**src/rtl/meas_sched.sv**
```systemverilog
// meas_sched: round-robin scheduler sharing one measurement block among NREQ
// qubit channels. A granted command is issued with a one-cycle strobe, the
// result (or a timeout) is returned to the owning channel as a one-cycle pulse.
//
// Ports:
//   clk, reset            clock, asynchronous active-high reset
//   req_valid/req_cmd     per-channel request and 64-bit command
//   req_ready             one-hot combinational grant (IDLE only)
//   cmd/cstrobe           command and one-cycle strobe to the measurement block
//   meas_active           measurement block busy (blocks grants)
//   meas_done             one-cycle completion pulse, with meas_result*/meas_xacc
//   res_valid             one-hot result pulse to the owning channel
//   res_x/res_y/res_acc   captured results; res_err flags a timeout
//   busy                  high whenever the FSM is not idle
module meas_sched #(
  parameter int unsigned NREQ    = 4,
  parameter int unsigned TIMEOUT = 4096,
  parameter int unsigned TW      = 13
) (
  input  logic                   clk,
  input  logic                   reset,
  input  logic [NREQ-1:0]        req_valid,
  input  logic [64*NREQ-1:0]     req_cmd,
  output logic [NREQ-1:0]        req_ready,
  output logic [63:0]            cmd,
  output logic                   cstrobe,
  input  logic                   meas_active,
  input  logic                   meas_done,
  input  logic                   meas_resultx,
  input  logic                   meas_resulty,
  input  logic signed [31:0]     meas_xacc,
  output logic [NREQ-1:0]        res_valid,
  output logic                   res_x,
  output logic                   res_y,
  output logic [31:0]            res_acc,
  output logic                   res_err,
  output logic                   busy
);

  localparam int unsigned IW = (NREQ > 1) ? $clog2(NREQ) : 1;

  typedef enum logic [1:0] {StIdle, StIssue, StWait, StResult} state_e;

  state_e          state_q, state_d;
  logic [IW-1:0]   owner_q, last_q;
  logic [63:0]     cmd_q;
  logic [TW-1:0]   cnt_q;
  logic            res_x_q, res_y_q, res_err_q;
  logic [31:0]     res_acc_q;

  logic            grant_any;
  logic [IW-1:0]   grant_idx;
  logic            transfer;
  logic            timed_out;

  // Round-robin search starting one past the last granted channel.
  always_comb begin
    grant_any = 1'b0;
    grant_idx = '0;
    for (int unsigned k = 0; k < NREQ; k++) begin
      if (!grant_any && req_valid[(32'(last_q) + 32'd1 + k) % NREQ]) begin
        grant_any = 1'b1;
        grant_idx = IW'((32'(last_q) + 32'd1 + k) % NREQ);
      end
    end
  end

  // Gated by reset so the grant is zero while reset is held.
  assign req_ready = (state_q == StIdle && !meas_active && grant_any && !reset) ?
                     (NREQ'(1) << grant_idx) : '0;
  assign transfer  = |(req_valid & req_ready);
  assign timed_out = (cnt_q == TW'(TIMEOUT - 1));

  always_comb begin
    state_d = state_q;
    unique case (state_q)
      StIdle:   if (transfer) state_d = StIssue;
      StIssue:  state_d = StWait;
      StWait:   if (meas_done || timed_out) state_d = StResult;
      StResult: state_d = StIdle;
      default:  state_d = StIdle;
    endcase
  end

  always_ff @(posedge clk or posedge reset) begin
    if (reset) begin
      state_q   <= StIdle;
      owner_q   <= '0;
      last_q    <= IW'(NREQ - 1);
      cmd_q     <= '0;
      cnt_q     <= '0;
      res_x_q   <= 1'b0;
      res_y_q   <= 1'b0;
      res_acc_q <= '0;
      res_err_q <= 1'b0;
    end else begin
      state_q <= state_d;
      if (transfer) begin
        owner_q <= grant_idx;
        last_q  <= grant_idx;
        cmd_q   <= req_cmd[64*grant_idx +: 64];
      end
      // Counter is zero on WAIT entry and saturates at TIMEOUT-1.
      if (state_q == StWait) begin
        if (!timed_out) cnt_q <= cnt_q + 1'b1;
      end else begin
        cnt_q <= '0;
      end
      if (state_q == StWait) begin
        // A done on the final timeout cycle takes precedence.
        if (meas_done) begin
          res_x_q   <= meas_resultx;
          res_y_q   <= meas_resulty;
          res_acc_q <= meas_xacc;
          res_err_q <= 1'b0;
        end else if (timed_out) begin
          res_x_q   <= 1'b0;
          res_y_q   <= 1'b0;
          res_acc_q <= '0;
          res_err_q <= 1'b1;
        end
      end
    end
  end

  assign cmd       = cmd_q;
  assign cstrobe   = (state_q == StIssue);
  assign res_valid = (state_q == StResult) ? (NREQ'(1) << owner_q) : '0;
  assign res_x     = res_x_q;
  assign res_y     = res_y_q;
  assign res_acc   = res_acc_q;
  assign res_err   = res_err_q;
  assign busy      = (state_q != StIdle);

endmodule

```
**config.mk**
```make
export PLATFORM = sky130hd
export DESIGN_NAME = meas_sched
export DESIGN_NICKNAME = d
export VERILOG_FILES = /design/src/rtl/meas_sched.sv
export SDC_FILE = /design/constraint.sdc
export NUM_CORES = 1
export LEC_CHECK = 0
export BUFFER_PORTS_ARGS = -buffer_cell sky130_fd_sc_hd__buf_2
export CORE_AREA = 5 5 153 155
export DETAILED_ROUTE_END_ITERATION = 6
export DIE_AREA = 0 0 158 160
export SYNTH_ARGS = -nofsm -noshare
export SYNTH_HDL_FRONTEND = slang
export SYNTH_SLANG_ARGS = --single-unit
```
**constraint.sdc**
```tcl
create_clock -name clk -period 4.25 [get_ports clk]
set_input_delay 0.425 -clock clk [delete_from_list [all_inputs] [get_ports clk]]
set_output_delay 0.425 -clock clk [all_outputs]
set_load 0.03 [all_outputs]
```
==> metrics.yaml <==
global_route:
  grt_max_degree: 72
  met3_usage_pct: 5.36
  antenna_found_initial: 1
  first_global_vias: 7258
  grt_usage_pct: 20.7
  grt_pass1_wl_um: 40800
  grt_overflow: 0
  busiest_layer: "met2"
  use_met2_pct: 34.4
  grt_util_met1_pct: 25.7
timing:
  holdWs_ps: 91.6
  hold_viol: 0
  final.period_utilization_pct: 72.1
  period_needed_ps: 3070
  tns_ps: 0
  drv_slew: 0
  setup-violations-final: 0
  max_freq_ghz: 0.326
  worst_slew_pin_slew_ps: 1140
  clock_skew_ps: 13.4
  grt_setup_unrepaired: "no"
  max-slew-margin-rel_pct: 24.1
power_and_ir_drop:
  powerDensity_mw_per_mm2: 689
  ir_drop_mv: 0.332
  power_leakage_nw: 5.03
final_layout:
  area_growth_pct: 41.3
  multiInputGateArea_mm2: 0.00351
  seq_area_mm2: 0.00296
  layout-drive-gt1-share_pct: 42.5
  fin_nets: 1387
  nFillCells: 2152
  diodes: 0
detailed_routing:
  drc: 0
  wl_per_cell_um: 19.9
  num_vias: 7085
  ant_nets: 0
  drtIter0Drc: 418
  wl_um: 27400
  first_pass_iters: 5
  viasPerCell: 5.15
logic_synthesis:
  synthTopCellsByCount: "116 x dfrtp_1, 76 x nand2_1, 68 x nand3_1"
  synth_edf_count: 0
  synthCells: 711
  synth_nets: 1015
  yosysTopAreaCell: "dfrtp_1"
  synth_area_mm2: 0.00682
  ys.flop_type: "dfrtp_1"
  yosysMostFrequentCell: "dfrtp_1"
  synth_top_area_share_pct: 42.5
  async_reset_ff_share_pct: 100
  synthDistinctLibCells: 49
  synthTopCellsByArea: "dfrtp_1 43%, mux2i_1 9.7%, a21o_1 7.2%, o211ai_1 7.0%, nand3_1 5.0%"
  ys_ff_latch: 118
  seq_area_frac_synth_pct: 43.3
  yosysWarnings: 0
  synth_area_per_cell_um2: 9.60
floorplan:
  coreArea_mm2: 0.0217
  dieWidth_um: 158
  ios: 407
  die-area_mm2: 0.0253
  die_y_um: 160
  num_rows: 54
  start_util_pct: 31.5
status:
  status: "finished clean"
cts:
  clock_path_buffers: 2
  h-tree-depth: 4
  hold_buffers: 0
  ctsResizeCount: 0
  cts_tree: "yes"
  clk_latency_ps: 420
  clk_pin_slew_worst_paths_ps: 60
  cts.sinks: 118
  clockRootBuffer: "clkbuf_16"
  cts_buffers: 17
  cts_setup_buffers: 0
critical_path:
  crit_arrival_ps: 2640
  reg2reg_slack_ps: 1510
  critPathMaxFanout: 38
  critPathLaunch: "last_q[1]$_DFFE_PP1P_"
  rr_endpoint: "cmd[37]$_DFFE_PP0P_"
  criticalPathCategory: "reg2out"
  end_kind: "output port"
  startpoint_type: "register"
  rr_worst_depth: 6
  timing.rr.start: "last_q[1]$_DFFE_PP1P_"
  required_ps: 3830
placement:
  gp_congestion: 0.877
  dp_hpwl_um: 20000
  portBuffers: 406
run:
  cap_violations: 0
hold_path:
  min_path_type: "in2async"
-- layout make-up --
cell class	count	area share, %
Multi-Input combinational cell	518	36.4
Sequential cell	118	30.7
Timing Repair Buffer	421	22.5
Clock buffer	17	4.41
Tap cell	280	3.63
Clock inverter	15	2.10
Inverter	7	0.299
-- routing by layer --
layer / routed length (um) / up-vias
li1: - / 3361
met1: 10700 / 3342
met2: 13500 / 342
met3: 2500 / 38
met4: 645 / 2
met5: 13 / -
-- power breakdown --
part | switching, mW | internal, mW | total, mW
clock network | 0.602 | 0.949 | 1.55
registers | 0.295 | 1.59 | 1.89
logic | 2.13 | 1.08 | 3.20
-- per-stage QoR --
step / std cells / setup slack [ps] / util, % / power, mW / cell area [um^2]
detailed placement: 1344 / 1500 / 41.5 / 5.13 / 9010
global placement: 1344 / 1550 / 41.5 / 5.09 / 9010
finish: 1376 / 1180 / 44.4 / 6.64 / 9640
floorplan: 711 / 699 / - / 4.07 / 6820
global route: 1376 / 1040 / 44.4 / 7.02 / 9640
CTS: 1376 / 1160 / 44.4 / 6.71 / 9640
-- worst max path at each step --
stage	cells after the start	slack (ps)	end
4_1_cts	6	1160	req_ready[0]
2_1_floorplan	1	700	cmd[0]$_DFFE_PP0P_
6_report	5	1180	req_ready[0]
3_5_place_dp	6	1500	cmd[37]$_DFFE_PP0P_
5_1_grt	5	1040	req_ready[0]
3_3_place_gp	6	1550	cmd[37]$_DFFE_PP0P_
-- flip-flops by register name (all words and copies together) (netlist names) --
signal / flops
res_y: 1
last_q: 2
res_acc: 32
cnt_q: 13
owner_q: 2
state_q: 2
res_err: 1
cmd: 64
res_x: 1
-- kinds of logic (layout without fill, tap and decap cells) --
kind of cell	after synthesis	in the layout	synth area share [%]
flip-flops	118	118	43.3
AND/OR/NAND/NOR	187	187	13.0
buffers and inverters	75	460	6.05
adder cells (fa/ha/maj)	6	6	1.10
XOR/XNOR	8	8	1.03
multiplexers	67	67	9.85
AO/OA/AOI/OAI	250	250	25.7
-- worst max-delay path, cell delays in order (launching register included) --
cell	delay (ps)
dfstp_2	650
a21boi_1	150
o21bai_4	890
nand2_1	150
nor2_1	150
buf_2	220
-- layout by cell type (no fill, tap or decap), drive strengths merged, types with 3 or more instances in the layout --
cell type | synthesis | layout
ha | 6 | 6
nor2 | 12 | 12
nand2b | 3 | 3
inv | 7 | 16
o211ai | 64 | 64
dfrtp | 116 | 116
a21o | 65 | 65
and3 | 5 | 5
a21oi | 4 | 4
a31oi | 3 | 3
nand4 | 3 | 3
a21boi | 4 | 4
clkinv | 0 | 3
buf | 44 | 421
nor3 | 3 | 3
a22o | 34 | 34
o21ai | 67 | 67
nand3 | 68 | 68
and2 | 10 | 10
bufinv | 0 | 3
nand2 | 77 | 77
mux2i | 66 | 66
xor2 | 6 | 6
clkbuf | 24 | 17
Power figures use the tool's default switching activity.
